### src/rtl/forward_hazard_unit.sv
// rtl/forward_hazard_unit.sv - EX operand forwarding and load-use stall control
//
// Purpose: selects the ALU operand sources in EX. Stalls IF/ID and bubbles ID/EX
//          for LOAD_LAT cycles when a load result is consumed in ID.
//          A taken-branch flush aborts a pending stall.
//          Optional macro FWD_WB_BYPASS_EN enables the WB-to-decode bypass.
// Parameters: REG_ADDR_W register specifier width, LOAD_LAT stall cycles per
//          hazard (1..7), CNT_W stall-cycle counter width.
// Inputs:  clk, rst (async active-high), ID specifiers/qualifiers, ID/EX,
//          EX/MEM and MEM/WB destinations, flush.
// Outputs: fwd_a/fwd_b operand selects, stall, bubble, byp_rs/byp_rt,
//          stall_cycles saturating counter.
module forward_hazard_unit #(
    parameter int REG_ADDR_W = 5,
    parameter int LOAD_LAT   = 1,
    parameter int CNT_W      = 16
) (
    input  logic                  clk,
    input  logic                  rst,
    input  logic                  id_valid,
    input  logic [REG_ADDR_W-1:0] id_rs,
    input  logic [REG_ADDR_W-1:0] id_rt,
    input  logic                  id_uses_rs,
    input  logic                  id_uses_rt,
    input  logic [REG_ADDR_W-1:0] ex_rs,
    input  logic [REG_ADDR_W-1:0] ex_rt,
    input  logic [REG_ADDR_W-1:0] ex_rd,
    input  logic                  ex_regwrite,
    input  logic                  ex_memread,
    input  logic [REG_ADDR_W-1:0] mem_rd,
    input  logic                  mem_regwrite,
    input  logic [REG_ADDR_W-1:0] wb_rd,
    input  logic                  wb_regwrite,
    input  logic                  flush,
    output logic [1:0]            fwd_a,
    output logic [1:0]            fwd_b,
    output logic                  stall,
    output logic                  bubble,
    output logic                  byp_rs,
    output logic                  byp_rt,
    output logic [CNT_W-1:0]      stall_cycles
);

    typedef enum logic {IDLE, WAIT} state_t;

    // First cycle of each stall is spent in IDLE, so WAIT covers LOAD_LAT-1 cycles.
    localparam logic [2:0] CNT_INIT = (LOAD_LAT > 1) ? 3'(LOAD_LAT - 2) : 3'd0;

    state_t            state_q, state_d;
    logic [2:0]        cnt_q, cnt_d;
    logic [CNT_W-1:0]  stall_cycles_q, stall_cycles_d;
    logic              hazard;
    logic              stall_raw;
    logic [1:0]        fwd_a_raw, fwd_b_raw;
    logic              byp_rs_raw, byp_rt_raw;

    function automatic logic [1:0] fwd_sel(input logic [REG_ADDR_W-1:0] src,
                                           input logic [REG_ADDR_W-1:0] m_rd,
                                           input logic                  m_we,
                                           input logic [REG_ADDR_W-1:0] w_rd,
                                           input logic                  w_we);
        // EX/MEM is younger than MEM/WB, so it is checked first.
        if (m_we && (m_rd != '0) && (m_rd == src))
            return 2'd2;
        else if (w_we && (w_rd != '0) && (w_rd == src))
            return 2'd1;
        else
            return 2'd0;
    endfunction

    always_comb begin
        fwd_a_raw = fwd_sel(ex_rs, mem_rd, mem_regwrite, wb_rd, wb_regwrite);
        fwd_b_raw = fwd_sel(ex_rt, mem_rd, mem_regwrite, wb_rd, wb_regwrite);
    end

`ifdef FWD_WB_BYPASS_EN
    always_comb begin
        byp_rs_raw = wb_regwrite && (wb_rd != '0) && (wb_rd == id_rs) && id_uses_rs;
        byp_rt_raw = wb_regwrite && (wb_rd != '0) && (wb_rd == id_rt) && id_uses_rt;
    end
`else
    // Register file writes in the first half-cycle, so decode never needs a bypass.
    always_comb begin
        byp_rs_raw = 1'b0;
        byp_rt_raw = 1'b0;
    end
`endif

    always_comb begin
        hazard = id_valid && ex_memread && ex_regwrite && (ex_rd != '0) &&
                 ((id_uses_rs && (id_rs == ex_rd)) || (id_uses_rt && (id_rt == ex_rd)));
    end

    always_comb begin
        state_d   = state_q;
        cnt_d     = cnt_q;
        stall_raw = 1'b0;
        case (state_q)
            IDLE: begin
                if (hazard && !flush) begin
                    stall_raw = 1'b1;
                    if (LOAD_LAT > 1) begin
                        state_d = WAIT;
                        cnt_d   = CNT_INIT;
                    end
                end
            end
            WAIT: begin
                // EX already holds the bubble here, so the hazard term is ignored.
                stall_raw = 1'b1;
                if (flush || (cnt_q == 3'd0))
                    state_d = IDLE;
                else
                    cnt_d = cnt_q - 3'd1;
            end
            default: state_d = IDLE;
        endcase
    end

    always_comb begin
        stall_cycles_d = stall_cycles_q;
        if (stall_raw && (stall_cycles_q != '1))
            stall_cycles_d = stall_cycles_q + 1'b1;
    end

    always_ff @(posedge clk or posedge rst) begin
        if (rst) begin
            state_q        <= IDLE;
            cnt_q          <= 3'd0;
            stall_cycles_q <= '0;
        end else begin
            state_q        <= state_d;
            cnt_q          <= cnt_d;
            stall_cycles_q <= stall_cycles_d;
        end
    end

    // Every output reads zero while reset is held, combinational ones included.
    always_comb begin
        fwd_a        = rst ? 2'd0 : fwd_a_raw;
        fwd_b        = rst ? 2'd0 : fwd_b_raw;
        stall        = !rst && stall_raw;
        bubble       = !rst && stall_raw;
        byp_rs       = !rst && byp_rs_raw;
        byp_rt       = !rst && byp_rt_raw;
        stall_cycles = rst ? '0 : stall_cycles_q;
    end

endmodule

### config.mk
export PLATFORM = sky130hd
export DESIGN_NAME = forward_hazard_unit
export DESIGN_NICKNAME = d
export VERILOG_FILES = /design/src/rtl/forward_hazard_unit.sv
export SDC_FILE = /design/constraint.sdc
export NUM_CORES = 1
export LEC_CHECK = 0
export ABC_AREA = 1
export BUFFER_PORTS_ARGS = -buffer_cell sky130_fd_sc_hd__clkbuf_2
export CAP_MARGIN = 30
export CORE_MARGIN = 5
export CORE_UTILIZATION = 45
export CTS_CLUSTER_SIZE = 28
export DETAILED_ROUTE_END_ITERATION = 16
export PLACE_DENSITY_LB_ADDON = 0.08
export SLEW_MARGIN = 20
export SYNTH_ARGS = -nofsm -noshare
export SYNTH_HDL_FRONTEND = slang
export SYNTH_SLANG_ARGS = --single-unit
### constraint.sdc
create_clock -name clk -period 1.56 [get_ports clk]
set_input_delay 0.078 -clock clk [delete_from_list [all_inputs] [get_ports clk]]
set_output_delay 0.078 -clock clk [all_outputs]
set_load 0.01 [all_outputs]
# Word-level counts from Yosys, hierarchy flattened
# Index checks and enable logic that the tools add are counted.
[classes]
n_addsub = 2
n_eq_ne = 7
n_mux = 11
n_bitwise = 2
n_reduce_logical = 24
[op_table]
columns = ["op", "count"]
rows = [
  ["$eq 5x5->1", 6],
  ["$add 16x1->16 const B", 1],
  ["$mux 16", 1],
  ["$ne 16x16->1 const B", 1],
  ["$logic_and 1x1->1", 15],
  ["$reduce_bool 5->1", 3],
  ["$mux 2", 4],
  ["$mux 1", 5],
  ["$logic_not 3->1", 1],
  ["$sub 3x1->3 const B", 1],
  ["$logic_not 1->1", 2],
  ["$logic_or 1x1->1", 2],
  ["$not 1->1", 2],
  ["$pmux 1 s2", 1],
  ["$reduce_and 2->1", 1],
]
[word_totals]
ff_bits = 20
inputBits = 45
word_cells = 49

# Longest topological paths before layout
# Gate-level depths: netlist (run 1).
[depth]
word_depth = 8
ltp_mapped = 12
depth_no_buf = 11

# Least setup slack after synthesis (run 1)
# Ideal clock, no wire load.
[synth_timing]
path_kind = "reg-to-reg"
startpoint = "reg stall_cycles_q[0]"
endpoint = "reg stall_cycles_q[15]"
setup_ps = 116
arrival_ps = 1389
t_required_ps = 1444
path_slack_ps = 55
path_stages_with_launch = 11
path_buffers = 0
synth_period_minus_slack_ps = 1505
path_cell_list = "dfrtp_1 ha_1 nand3_1 nor2_2 and2_4 nand2_4 nand3_1 nor2_1 nand2_1 nand2_1 nand2_1"
[synth_between]
elab_chain_len = 2
elab_cells_between_ends = 3
classes_between = "add/sub (1); eq/ne (1); reduce/logical (1)"
[synth_rtl]
columns = ["element", "line_no", "rtl"]
rows = [
  ["start, declared", "51", "logic [CNT_W-1:0] stall_cycles_q, stall_cycles_d;"],
  ["start signal, assigned", "134", "stall_cycles_q <= stall_cycles_d;"],
  ["branches (longest 2 deep; another with $add 16x1->16)", "n/a", ""],
]
# Parallel ways; which one is timed is not known.
# A chain may end at the register's enable or synchronous reset.

# Worst setup path after layout (run 1)
[layout_timing]
startpoint = "reg stall_cycles_q[0]"
endpoint = "reg stall_cycles_q[6]"
# Same word-level chain as after synthesis.

==> results of run 1 <==
cell type report:
| type | count | area, µm² | share of cell area, % |
|---|---|---|---|
| inverter | 43 | 161 | 6.68 |
| clock buffer | 3 | 41.3 | 1.71 |
| clock inverter | 1 | 30.0 | 1.24 |
| multi-input combinational | 218 | 1190 | 49.2 |
| timing repair buffer | 79 | 430 | 17.8 |
| tap | 50 | 62.6 | 2.59 |
| sequential | 20 | 500 | 20.7 |
registers in the layout, summed over array words and instances, names as in the netlist:
signal	cells
stall_cycles_q	16
cnt_q	3
state_q	1
power groups by stage:
stage	registers (mW)	logic [mW]	clock network, mW
after floorplan	0.570	0.168	0
after global placement	0.568	0.300	0
after detailed placement	0.569	0.304	0
after CTS	0.558	0.308	0.526
after global routing	0.564	0.355	0.547
final	0.559	0.305	0.511
path summary, 6_finish.rpt:
path | start | endpoint | depth (start not counted)
min in group asynchronous | rst | stall_cycles_q[2] | 4
min | flush | state_q | 3
max | stall_cycles_q[0] | stall_cycles_q[6] | 8
min reg2reg | stall_cycles_q[15] | stall_cycles_q[15] | 2
max reg2reg | stall_cycles_q[0] | stall_cycles_q[6] | 8
max in group asynchronous | rst | stall_cycles_q[11] | 4
timing repair:
| action | in CTS | in global routing |
|---|---|---|
| setup endpoints to repair | 0 | 7 |
| hold buffers | 1 | 0 |
| resized for setup | 0 | 4 |
| endpoints found under the hold margin | 20 | 0 |
metrics by stage:
step	instances	TNS (ns)
6_report	414	0
5_1_grt	414	-0.0195
4_1_cts	414	0
3_5_place_dp	409	0
3_3_place_gp	409	0
2_1_floorplan	290	0
layout by cell type (no fill, tap or decap):
cell type / synthesis / routed
ha_1: 3 / 2
o21ai_0: 4 / 4
ha_2: 0 / 1
nor3_4: 1 / 1
conb_1: 1 / 2
nand3_1: 17 / 15
and2_4: 1 / 1
clkbuf_8: 0 / 3
nor3_2: 2 / 2
o2111ai_1: 1 / 1
buf_4: 3 / 12
nand2_1: 85 / 85
inv_2: 2 / 2
nand2_4: 3 / 3
nor3_1: 9 / 9
nor2_2: 1 / 2
xor2_1: 17 / 17
clkbuf_2: 0 / 66
a21oi_1: 2 / 2
nand4_1: 5 / 5
xnor2_1: 12 / 12
dlygate4sd3_1: 0 / 1
nor2_1: 40 / 39
bufinv_16: 0 / 1
nand3_2: 10 / 12
nand2_2: 1 / 1
inv_1: 41 / 41
dfrtp_1: 20 / 20
nor3b_1: 2 / 2
critical path: stages (launching register included):
cell and delay (ns):
dfrtp_1 0.35, ha_2 0.20, nand3_2 0.09, nor2_2 0.12, and2_4 0.17, nand2_4 0.06
buf_4 0.19, nand3_1 0.10, nand2_1 0.06
cell families after synthesis:
logic type / after synthesis
AND/OR/NAND/NOR: 177
adder cells (fa/ha/maj): 3
flip-flops: 20
AO/OA/AOI/OAI: 7
buffers and inverters: 52
other: 1
XOR/XNOR: 29
routing by layer:
metal | vias to the layer above | global-route usage (%) | share of wire (%)
met1 | 868 | 21.6 | 45
met5 | - | 0 | 0
met4 | 0 | 2.91 | 0.52
met3 | 2 | 3.17 | 7.0
met2 | 47 | 31.1 | 47
li1 | 1034 | - | -
==> flow_summary.yaml, run 1 <==
die:
  die_x_um: 75.4
  start_util_pct: 47.1
  die-area_um2: 5690
  std_cell_rows: 23
  dieHeight_um: 75.4
  ios: 69
  coreArea_um2: 4090
final_layout:
  drive_gt1_share_pct: 29.4
  n_antenna_cell: 0
  fin_nets: 413
  final_area_um2: 2420
  nFillCells: 395
  syn2layout_area_growth_pct: 25.5
  post-route-util_pct: 59.1
global_route:
  grt_pass1_wl_mm: 7.76
  overflow: 0
  antenna_found_initial: 0
  grt_max_degree: 21
  grt_pass1_vias: 1855
  grt_usage_pct: 17.2
logic_synthesis:
  synth_common_cells: "nand2_1 (85), inv_1 (41), nor2_1 (40), dfrtp_1 (20)"
  ys_ff_latch: 20
  synthMuxAreaShare_pct: 0
  synth_top_cell_area_share_pct: 26.0
  synth_top_family_by_area: "simple AND/OR/NAND/NOR gates"
  synth_compound_area_share_pct: 2.01
  synthTopCellsByArea: "dfrtp_1 (26%), nand2_1 (17%), inv_1 (8.0%)"
  synth_cell_type_count: 27
  synth_top_flop_cell: "dfrtp_1"
  synthesis.area_um2: 1930
  yosysWarnings: 0
  yosys.area_share.simple_pct: 43.5
  synth_edf_count: 0
  synth.avg_cell_area_um2: 6.66
  async_reset_ff_share_pct: 100
  yosys.area.top_type: "dfrtp_1"
  synth_xor_area_share_pct: 13.2
  synth_most_common_cell: "nand2_1"
  synth-seq-area-share_pct: 26.0
  synth_cells: 289
  synthAdderAreaFrac_pct: 1.95
sta:
  period_share_pct: 92.4
  whs_ns: 0.131
  rsz0062_at_grt: "yes"
  setup_slack_ns: 0.118
  post-route-min-period_ns: 1.44
  drv_slew: 0
  fmax_mhz: 694
  clock_skew_ns: 0.00201
  hold_violations: 0
  finalSetupViolCount: 0
place:
  pre_cts_ws_ns: 0.0469
  placed_cell_area_um2: 2320
  routabilityCongestion: 0.804
  hpwl_mm: 3.70
  io_buffers: 66
detailed_routing:
  via_per_inst: 4.71
  dr.pass1.iters: 4
  drt_iter0_markers: 60
  drc: 0
  routed_wl_mm: 4.44
  vias: 1951
  ant_nets: 0
  drt-wirelength-per-cell_um: 10.7
clock_tree:
  clk_pin_slew_ns: 0.07
  cts_root_buf: "clkbuf_8"
  cts_buffers: 3
  cts.htree.levels: 1
  cts.sinks: 20
  tritoncts: "built"
  max-clock-path-buffers: 2
  post-cts-setup-buffers: 0
  clock_latency_ns: 0.26
power_and_ir_drop:
  ir_drop_mv: 0.450
  internal_power_mw: 1.03
  p_clk_share_pct: 37.2
  power_density_nw_per_um2: 569
  seq_power_share_pct: 40.7
  switchingPower_mw: 0.347
  p_sw_share_pct: 25.2
  p_comb_share_pct: 22.2
  total_power_mw: 1.38
  p_leak_nw: 1.33
worst_setup_path:
  cp.required_ns: 1.71
  crit_path_end_kind: "flip-flop"
  crit_type: "flip-flop to flip-flop"
  rrSetupSlack_ns: 0.12
  cp-start-kind: "flip-flop"
  cp_max_fo: 8
  critPathArrivalTime_ns: 1.59
run:
  cap_violations: 0
outcome:
  status: "completed"
worst_hold_path:
  hp-class: "primary input to flip-flop"
No activity file was read; power rests on OpenSTA's default activity.
==> run 2: changes to the inputs <==
--- a/config.mk
+++ b/config.mk
@@ -13,6 +13,7 @@
 export CTS_CLUSTER_SIZE = 28
 export DETAILED_ROUTE_END_ITERATION = 16
 export PLACE_DENSITY_LB_ADDON = 0.08
+export SETUP_SLACK_MARGIN = 0.3
 export SLEW_MARGIN = 20
 export SYNTH_ARGS = -nofsm -noshare
 export SYNTH_HDL_FRONTEND = slang
==> run 2 against run 1 <==
Effect of this change: via count is 4.0% higher; clock skew is 0.0027 ns higher; die area stayed put; clock power is 4.5% higher; cell area is 13% higher; global-route usage is 1.3 points higher.
==> flow_summary.yaml, run 2 (synthesized netlist as in run 1, its figures left out) <==
detailed_routing:
  via_per_inst: 4.79
  drc: 0
  vias: 2029
  ant_nets: 0
  routed_wl_mm: 5.03
  drt-wirelength-per-cell_um: 11.9
  dr.pass1.iters: 4
  drt_iter0_markers: 115
global_route:
  grtUsageMet2_pct: 32.5
  grt_pass1_wl_mm: 8.25
  grt_pass1_vias: 1920
  met1_usage_pct: 23.6
  grt.met3_usage_pct: 3.83
  grt_usage_pct: 18.5
  antenna_found_initial: 0
  grt-busiest-layer: "met2"
  overflow: 0
  grt_max_degree: 21
final_layout:
  largest_reg_flops: 16
  final_cell_mix: "nand2_1 (81), clkbuf_2 (66), nor2_1 (38)"
  reg.largest.list: "stall_cycles_q x16, cnt_q x3, state_q x1"
  n_antenna_cell: 0
  drive_gt1_share_pct: 39.0
  post-route-util_pct: 66.5
  final_common_cell: "nand2_1"
  fin_nets: 423
  syn2layout_area_growth_pct: 41.2
  regMostFlops: "stall_cycles_q"
die:
  ios: 69
  die-area_um2: 5690
  start_util_pct: 47.1
  die_x_um: 75.4
  std_cell_rows: 23
  dieHeight_um: 75.4
  coreArea_um2: 4090
place:
  routabilityCongestion: 0.826
  pre_cts_ws_ns: 0.0466
  io_buffers: 66
  hpwl_mm: 3.75
sta:
  post-route-min-period_ns: 1.47
  clock_skew_ns: 0.00473
  finalSetupViolCount: 0
  period_share_pct: 94.0
  fmax_mhz: 682
  hold_violations: 0
  setup_slack_ns: 0.0937
  drv_slew: 0
  rsz0062_at_grt: "yes"
power_and_ir_drop:
  p_comb_share_pct: 24.1
  switchingPower_mw: 0.395
  p_sw_share_pct: 27.1
  power_density_nw_per_um2: 536
  p_clk_share_pct: 36.6
  internal_power_mw: 1.06
  p_leak_nw: 1.40
  seq_power_share_pct: 39.2
  ir_drop_mv: 0.854
worst_hold_path:
  min_from: "flush"
  whs_endpoint: "state_q"
  hold_depth: 2
  hp-class: "primary input to flip-flop"
clock_tree:
  cts.sinks: 20
  clk_pin_slew_ns: 0.08
  tritoncts: "built"
  cts.htree.levels: 1
  clock_latency_ns: 0.26
  cts_buffers: 3
  max-clock-path-buffers: 2
  cts_root_buf: "clkbuf_8"
worst_setup_path:
  cp_max_fo: 6
  r2r-start: "stall_cycles_q[0]"
  r2r.worst_path.cells: 10
  rrSetupSlack_ns: 0.09
  cp-start-kind: "flip-flop"
  cp.required_ns: 1.72
  reg2reg_to: "stall_cycles_q[15]"
  critPathArrivalTime_ns: 1.62
  crit_type: "flip-flop to flip-flop"
  crit_path_end_kind: "flip-flop"
  setup.worst_path.start: "stall_cycles_q[0]"
outcome:
  status: "completed"
run:
  cap_violations: 0
==> run 2: cell types whose count changed in the layout (fill, tap and decap cells not counted), moves of 4 or more <==
cell	delta
buf_4	+6
nand3_1	-6
inv_1	-5
nor3_1	-5
nand2_1	-4
nand2_2	+4
nand3_4	+4
nor3_4	+4
==> run 2: routing by layer <==
layer | vias up | routed length [µm]
met1 | 906 | 2180
met3 | 2 | 346
met4 | 0 | 15
met2 | 63 | 2490
li1 | 1058 | -
met5 | - | 0
==> run 2: repair_timing <==
item / 4_1_cts / 5_1_grt
resized for setup: 16 / 25
pin swaps: 18 / 13
hold endpoints to repair: 20 / 0
hold buffers: 1 / 0
setup endpoints to repair: 19 / 21
setup buffers: 6 / 7
gates cloned: 0 / 0
==> run 2: critical path: stages, from the launching register on <==
cell,delay (ns)
dfrtp_2,0.45
ha_4,0.18
nand3_4,0.07
nor2_4,0.04
and2_4,0.17
nand2_8,0.09
nand3_4,0.08
nor2_4,0.14
nand2_2,0.05
nand2_1,0.05
nand2_1,0.05
==> run 2: worst max path at each step <==
stage | depth (start not counted) | end
2_1_floorplan | 10 | stall_cycles_q[15]
6_report | 10 | stall_cycles_q[15]
3_3_place_gp | 10 | stall_cycles_q[15]
4_1_cts | 9 | stall_cycles_q[14]
5_1_grt | 7 | stall_cycles_q[15]
3_5_place_dp | 10 | stall_cycles_q[15]
==> run 2: cell type report <==
type,count,area (µm²)
Tap cell,50,62.6
Fill cell,370,1370
Clock inverter,1,30.0
Sequential cell,20,504
Inverter,43,168
Timing Repair Buffer,89,529
Clock buffer,3,41.3
Multi-Input combinational cell,218,1380
==> run 2: metrics by stage <==
step           TNS (ns)  hold WS, ns  total power, mW  instances  instance area (µm²)
2_1_floorplan         0      -0.0621            0.746        290                 1980
3_3_place_gp          0        0.192            0.871        406                 2360
3_5_place_dp          0        0.197            0.874        406                 2360
4_1_cts               0       0.0231             1.45        417                 2560
5_1_grt         -0.0186       0.0199             1.55        424                 2720
6_report              0       0.0199             1.46        424                 2720
==> run 2: power by group through the flow <==
stage          clock network (mW)  registers, mW  logic [mW]
2_1_floorplan                   0          0.571       0.175
3_3_place_gp                    0          0.571       0.300
3_5_place_dp                    0          0.573       0.301
4_1_cts                     0.538          0.566       0.348
5_1_grt                     0.567          0.576       0.403
6_report                    0.534          0.572       0.352
